File: src/rtl/vga_sync_decoder.sv
`default_nettype none
// +----------------------------------------------------------------------------+
// | vga_sync_decoder: recovers x/y, pixel-valid and gated RGB from a VGA stream|
// | and tracks line/frame timing lock.                       Revision: 1.0     |
// +----------------------------------------------------------------------------+
module vga_sync_decoder #(
  parameter int H_TOTAL    = 800,
  parameter int H_ACTIVE   = 640,
  parameter int H_BACK     = 45,
  parameter int V_TOTAL    = 525,
  parameter int V_ACTIVE   = 480,
  parameter int V_BACK     = 29,
  parameter int H_TOL      = 2,
  parameter int LOCK_LINES = 4
) (
  input  logic       clock,
  input  logic       reset,
  input  logic       h_sync,
  input  logic       v_sync,
  input  logic [2:0] RGB,
  output logic [9:0] x,
  output logic [9:0] y,
  output logic       pixel_valid,
  output logic [2:0] rgb_out,
  output logic       locked,
  output logic [9:0] line_len,
  output logic [9:0] frame_lines,
  output logic       timing_error
);

  typedef enum logic [1:0] {SEARCH = 2'd0, VERIFY = 2'd1, LOCKED = 2'd2} state_t;

  localparam logic [9:0]  c_CNT_MAX    = 10'd1023;
  localparam logic [9:0]  c_H_BACK     = 10'(H_BACK);
  localparam logic [9:0]  c_H_END      = 10'(H_BACK + H_ACTIVE);
  localparam logic [9:0]  c_V_BACK     = 10'(V_BACK);
  localparam logic [9:0]  c_V_END      = 10'(V_BACK + V_ACTIVE);
  localparam logic [10:0] c_LINE_MIN   = 11'(H_TOTAL - H_TOL);
  localparam logic [10:0] c_LINE_MAX   = 11'(H_TOTAL + H_TOL);
  localparam logic [10:0] c_V_TOTAL    = 11'(V_TOTAL);
  localparam logic [7:0]  c_LOCK_LINES = 8'(LOCK_LINES);

  logic        r_hs_d, r_hs_d2, r_vs_d, r_vs_d2;
  logic [2:0]  r_rgb_d;
  logic [9:0]  r_h_cnt, r_v_line, r_per_cnt, r_frm_cnt;
  logic [7:0]  r_good_cnt, w_good_nxt;
  logic        r_v_seen, w_v_seen_nxt, r_armed, w_armed_nxt;
  state_t      r_state, w_state_nxt;
  logic        w_h_fall, w_h_rise, w_v_fall, w_v_rise;
  logic [9:0]  w_h_nxt, w_v_nxt, w_line_sat, w_frame_sat;
  logic [10:0] w_line_meas, w_frame_meas;
  logic        w_line_ok, w_frame_ok, w_in_win, w_valid, w_err;

  assign w_h_fall = r_hs_d2 & ~r_hs_d;
  assign w_h_rise = ~r_hs_d2 & r_hs_d;
  assign w_v_fall = r_vs_d2 & ~r_vs_d;
  assign w_v_rise = ~r_vs_d2 & r_vs_d;

  // Window decode uses the counter values being loaded this edge so that
  // x/y line up with the pixel held in r_rgb_d.
  assign w_h_nxt = w_h_rise ? 10'd0 :
                   (r_h_cnt == c_CNT_MAX) ? r_h_cnt : r_h_cnt + 10'd1;
  assign w_v_nxt = w_v_rise ? 10'd0 :
                   (w_h_rise && (r_v_line != c_CNT_MAX)) ? r_v_line + 10'd1 : r_v_line;

  assign w_line_meas  = {1'b0, r_per_cnt} + 11'd1;
  assign w_frame_meas = {1'b0, r_frm_cnt} + {10'd0, w_h_fall};
  assign w_line_sat   = w_line_meas[10] ? c_CNT_MAX : w_line_meas[9:0];
  assign w_frame_sat  = w_frame_meas[10] ? c_CNT_MAX : w_frame_meas[9:0];
  assign w_line_ok    = (w_line_meas >= c_LINE_MIN) && (w_line_meas <= c_LINE_MAX);
  assign w_frame_ok   = (w_frame_meas == c_V_TOTAL);

  assign w_in_win = (w_h_nxt >= c_H_BACK) && (w_h_nxt < c_H_END) &&
                    (w_v_nxt >= c_V_BACK) && (w_v_nxt < c_V_END);
  assign w_valid  = w_in_win && (w_state_nxt == LOCKED);
  assign locked   = (r_state == LOCKED);

  always_ff @(posedge clock) begin
    if (reset) begin
      r_state    <= SEARCH;
      r_good_cnt <= 8'd0;
      r_v_seen   <= 1'b0;
      r_armed    <= 1'b0;
    end else begin
      r_state    <= w_state_nxt;
      r_good_cnt <= w_good_nxt;
      r_v_seen   <= w_v_seen_nxt;
      r_armed    <= w_armed_nxt;
    end
  end

  // r_armed marks that a full frame has started inside LOCKED, so the frame
  // length check only runs against a frame measured entirely while locked.
  always_comb begin
    w_state_nxt  = r_state;
    w_good_nxt   = r_good_cnt;
    w_v_seen_nxt = r_v_seen;
    w_armed_nxt  = r_armed;
    w_err        = 1'b0;
    case (r_state)
      SEARCH: begin
        w_armed_nxt = 1'b0;
        if (w_h_fall) begin
          w_state_nxt  = VERIFY;
          w_good_nxt   = 8'd0;
          w_v_seen_nxt = 1'b0;
        end
      end
      VERIFY: begin
        if (w_h_fall) begin
          if (!w_line_ok)
            w_good_nxt = 8'd0;
          else if (r_good_cnt != 8'hFF)
            w_good_nxt = r_good_cnt + 8'd1;
        end
        if (w_v_fall)
          w_v_seen_nxt = 1'b1;
        if ((r_good_cnt >= c_LOCK_LINES) && r_v_seen) begin
          w_state_nxt = LOCKED;
          w_armed_nxt = 1'b0;
        end
      end
      LOCKED: begin
        if ((w_h_fall && !w_line_ok) || (w_v_fall && r_armed && !w_frame_ok) ||
            (w_h_nxt == c_CNT_MAX)) begin
          w_err       = 1'b1;
          w_state_nxt = SEARCH;
          w_armed_nxt = 1'b0;
        end else if (w_v_fall) begin
          w_armed_nxt = 1'b1;
        end
      end
      default: w_state_nxt = SEARCH;
    endcase
  end

  always_ff @(posedge clock) begin
    if (reset) begin
      r_hs_d       <= 1'b1;
      r_hs_d2      <= 1'b1;
      r_vs_d       <= 1'b1;
      r_vs_d2      <= 1'b1;
      r_rgb_d      <= 3'd0;
      r_h_cnt      <= 10'd0;
      r_v_line     <= 10'd0;
      r_per_cnt    <= 10'd0;
      r_frm_cnt    <= 10'd0;
      line_len     <= 10'd0;
      frame_lines  <= 10'd0;
      x            <= 10'd0;
      y            <= 10'd0;
      pixel_valid  <= 1'b0;
      rgb_out      <= 3'd0;
      timing_error <= 1'b0;
    end else begin
      r_hs_d   <= h_sync;
      r_hs_d2  <= r_hs_d;
      r_vs_d   <= v_sync;
      r_vs_d2  <= r_vs_d;
      r_rgb_d  <= RGB;
      r_h_cnt  <= w_h_nxt;
      r_v_line <= w_v_nxt;

      if (w_h_fall) begin
        line_len  <= w_line_sat;
        r_per_cnt <= 10'd0;
      end else if (r_per_cnt != c_CNT_MAX) begin
        r_per_cnt <= r_per_cnt + 10'd1;
      end

      if (w_v_fall) begin
        frame_lines <= w_frame_sat;
        r_frm_cnt   <= 10'd0;
      end else if (w_h_fall && (r_frm_cnt != c_CNT_MAX)) begin
        r_frm_cnt <= r_frm_cnt + 10'd1;
      end

      x            <= w_in_win ? (w_h_nxt - c_H_BACK) : 10'd0;
      y            <= w_in_win ? (w_v_nxt - c_V_BACK) : 10'd0;
      pixel_valid  <= w_valid;
      rgb_out      <= w_valid ? r_rgb_d : 3'd0;
      timing_error <= w_err;
    end
  end

endmodule
`default_nettype wire

File: config.mk
export PLATFORM = sky130hd
export DESIGN_NAME = vga_sync_decoder
export DESIGN_NICKNAME = d
export VERILOG_FILES = /design/src/rtl/vga_sync_decoder.sv
export SDC_FILE = /design/constraint.sdc
export NUM_CORES = 1
export LEC_CHECK = 0
export CORE_UTILIZATION = 25
export DETAILED_ROUTE_END_ITERATION = 16
export PLACE_DENSITY = 0.41
export SLEW_MARGIN = 15
export SYNTH_ARGS = -nofsm -noshare
export SYNTH_HDL_FRONTEND = slang
export SYNTH_SLANG_ARGS = --single-unit
File: constraint.sdc
create_clock -name clock -period 5.4 [get_ports clock]
set_input_delay 1.08 -clock clock [delete_from_list [all_inputs] [get_ports clock]]
set_output_delay 1.08 -clock clock [all_outputs]
set_load 0.01 [all_outputs]
==> flow_summary.ini <==
[cells_and_area]
drive_gt1_frac = 0.0568
final_cell_mix = dfxtp_1 (104), nor2_1 (85), clkdlybuf4s50_1 (51)
postLayoutCellArea_mm2 = 0.00632
stdcell_count = 939
layout_commonest_cell = dfxtp_1
final_net_count = 685
diodes = 0
fill_cells = 2182
area_growth_pct = 19.5

[clock_tree]
htreeDepth = 3
ctsHoldBuffers = 0
cts_made_buffers = 9
clkSinkCount = 104
post-cts-setup-buffers = 0
cts_buffer_depth = 2
cts_tree = yes
ctsResizeCount = 0
root_buffer = clkbuf_16
worstSkewPairLatency_ps = 360
cts.reportedPaths.clkPinSlew_ps = 70

[synthesis]
synth_flop_cell = dfxtp_1
yosys_warnings = 0
yosys.area_share.adder = 0.0332
synth_compound_area_frac = 0.176
yosysSeqAreaShare = 0.394
synth.avg_cell_area_um2 = 8.33
synth.area.mux_share = 0.0121
synth.area.top_cells = dfxtp_1 (39%), nor2_1 (6.0%), xnor2_1 (4.6%), ha_1 (3.3%), o21ai_0 (3.3%)
ys_ff_latch = 104
netlist_area_mm2 = 0.00528
synth_cell_types = 61
yosys.area.top_type = dfxtp_1
syn_inst = 634
synth_top_family_by_area = simple AND/OR/NAND/NOR gates
async_flop_share = 0
synthSimpleGateAreaFrac = 0.273
synth_nets = 655
synth_xor_area_frac = 0.0630
synthDominantCellAreaShare = 0.394
synth_edf_count = 0

[timing]
setup_tns_ps = 0
fin_crit_ps = 3760
setup_viol = 0
clock_skew_ps = 7.94
fin_crit_sh = 0.697
worstMarginPinSlew_ps = 784
rsz0062_at_grt = false
slew-limit-headroom = 0.475
maxSlewViolCount = 0
max_freq_mhz = 266
hold_viol = 0

[detailed_routing]
routedWlPerCell_um = 14.5
dr.first_iter.drc_count = 351
route.detailed.drc = 0
viasPerCell = 4.99
num_vias = 4682
ant_nets = 0
first_pass_iters = 5
drt-total-wl_mm = 13.6

[floorplanning]
core-area_mm2 = 0.0205
boundaryPins = 53
initial_core_util = 0.258
die_x_um = 147
rows = 52
dieArea_mm2 = 0.0217
die_h_um = 147

[hold_path]
min_path_type = register to register

[worst_setup_path]
critPathMaxStageDelay_ps = 490
crit_arrival_ps = 4030
cp-end-kind = register
crit_buf_inv = 0
slowest_stage = dfxtp_1
critPathMaxFanout = 24
cpLargestDelayFamily = simple AND/OR/NAND/NOR gates
crit_type = register to register
crit_chain = ha_1 -> nand2_1 -> nor3_1 -> mux2_2 -> nand2_1 -> ha_1 -> and3b_1 -> o21ai_0 -> a22oi_1 -> o2111ai_1 -> a21oi_1 -> nand4b_4 -> nor3b_1
timing.critical_path.required_ps = 5670
setup.worst_path.start_class = register

[job]
drv_cap = 0

[place]
gp_congestion = 0.802
postPlaceCellArea_mm2 = 0.00599
dp_hpwl_mm = 10.0
place.port_buffers = 52
dpl.cell_count = 923

[global_routing]
grt_max_degree = 37
grt.total_usage = 0.132
antenna_found_initial = 0
gr-total-overflow = 0
grt_pass1_wl_mm = 22.9
grt_pass1_vias = 4479

[pwr]
leakagePower_nw = 2.33
vdd_drop_max_mv = 0.146
power_density_mw_per_mm2 = 256

[run_status]
status = complete, no violations
-- layer usage --
layer	routed length, um	global-route usage	vias up
li1	-	-	2320
met1	6440	0.170	2242
met2	6350	0.216	105
met3	649	0.0318	15
met4	199	0.0428	0
met5	0	0	-
-- flip-flops by register name, indices dropped and copies added, names as in the netlist, 10 cells and up --
register,count
r_per_cnt,10
line_len,10
r_frm_cnt,10
r_h_cnt,10
frame_lines,10
r_v_line,10
y,10
x,10
-- Yosys cell counts, types with 11 or more instances --
cell type and instances:
and3_1 17, a211oi_1 12, o21ai_0 35, nor3_1 12
clkbuf_1 15, buf_2 15, nand3_1 29, nand2b_1 16
nand2_1 36, dfxtp_1 104, nor2b_1 11, ha_1 14
inv_1 24, xnor2_1 28, a21oi_1 29, nand4_1 18
nor2_1 85
-- final cells by class --
class / instances / area [um^2] / share of cell area
clock buffer: 10 / 239 / 0.0378
clock inverter: 6 / 91.3 / 0.0145
inverter: 24 / 90.1 / 0.0143
multi-input combinational: 471 / 2950 / 0.466
sequential: 104 / 2080 / 0.330
tap: 270 / 338 / 0.0535
timing repair buffer: 54 / 531 / 0.0840
-- worst paths after layout --
check	cells past startpoint	from	slack, ps	endpoint
worst max-delay path	13	r_h_cnt[0]$_SDFF_PP0_	1640	rgb_out[0]$_SDFF_PP0_
worst min-delay path	1	line_len[6]$_SDFFE_PP0N_	450	line_len[6]$_SDFFE_PP0N_
worst max register to register	13	r_h_cnt[0]$_SDFF_PP0_	1640	rgb_out[0]$_SDFF_PP0_
worst min register to register	1	line_len[6]$_SDFFE_PP0N_	450	line_len[6]$_SDFFE_PP0N_
-- worst register-to-register path, delay by kind of cell, from the launching register on --
family                     cells  cell delay (ps)
DFF                            1              490
adders and majority gates      2              570
AOI/OAI and AO/OA              4              550
and+or+nand+nor                6             1680
muxes                          1              400
-- report_power, final --
part | switching [W] | internal [W] | total (W)
clock | 0.000304 | 0.000422 | 0.000726
sequential | 0.0000160 | 0.000779 | 0.000795
combinational | 0.0000565 | 0.0000400 | 0.0000964
-- logic make-up (layout without fill, tap and decap cells) --
group,count (synthesis),in the layout
AOI/OAI and AO/OA,138,138
buffers and inverters,59,94
and+or+nand+nor,275,275
DFF,104,104
muxes,6,6
adders and majority gates,14,14
xor gates and xnor gates,38,38
-- stage by stage --
stage	total power [W]	hold slack [ps]	util	setup WS, ps
floorplan	0.000874	442	-	2390
global placement	0.000911	437	0.292	1750
detailed placement	0.000911	444	0.292	1620
CTS	0.00165	461	0.308	1600
global route	0.00169	479	0.308	1320
finish	0.00162	455	0.308	1640
(Power assumes the default switching activity.)
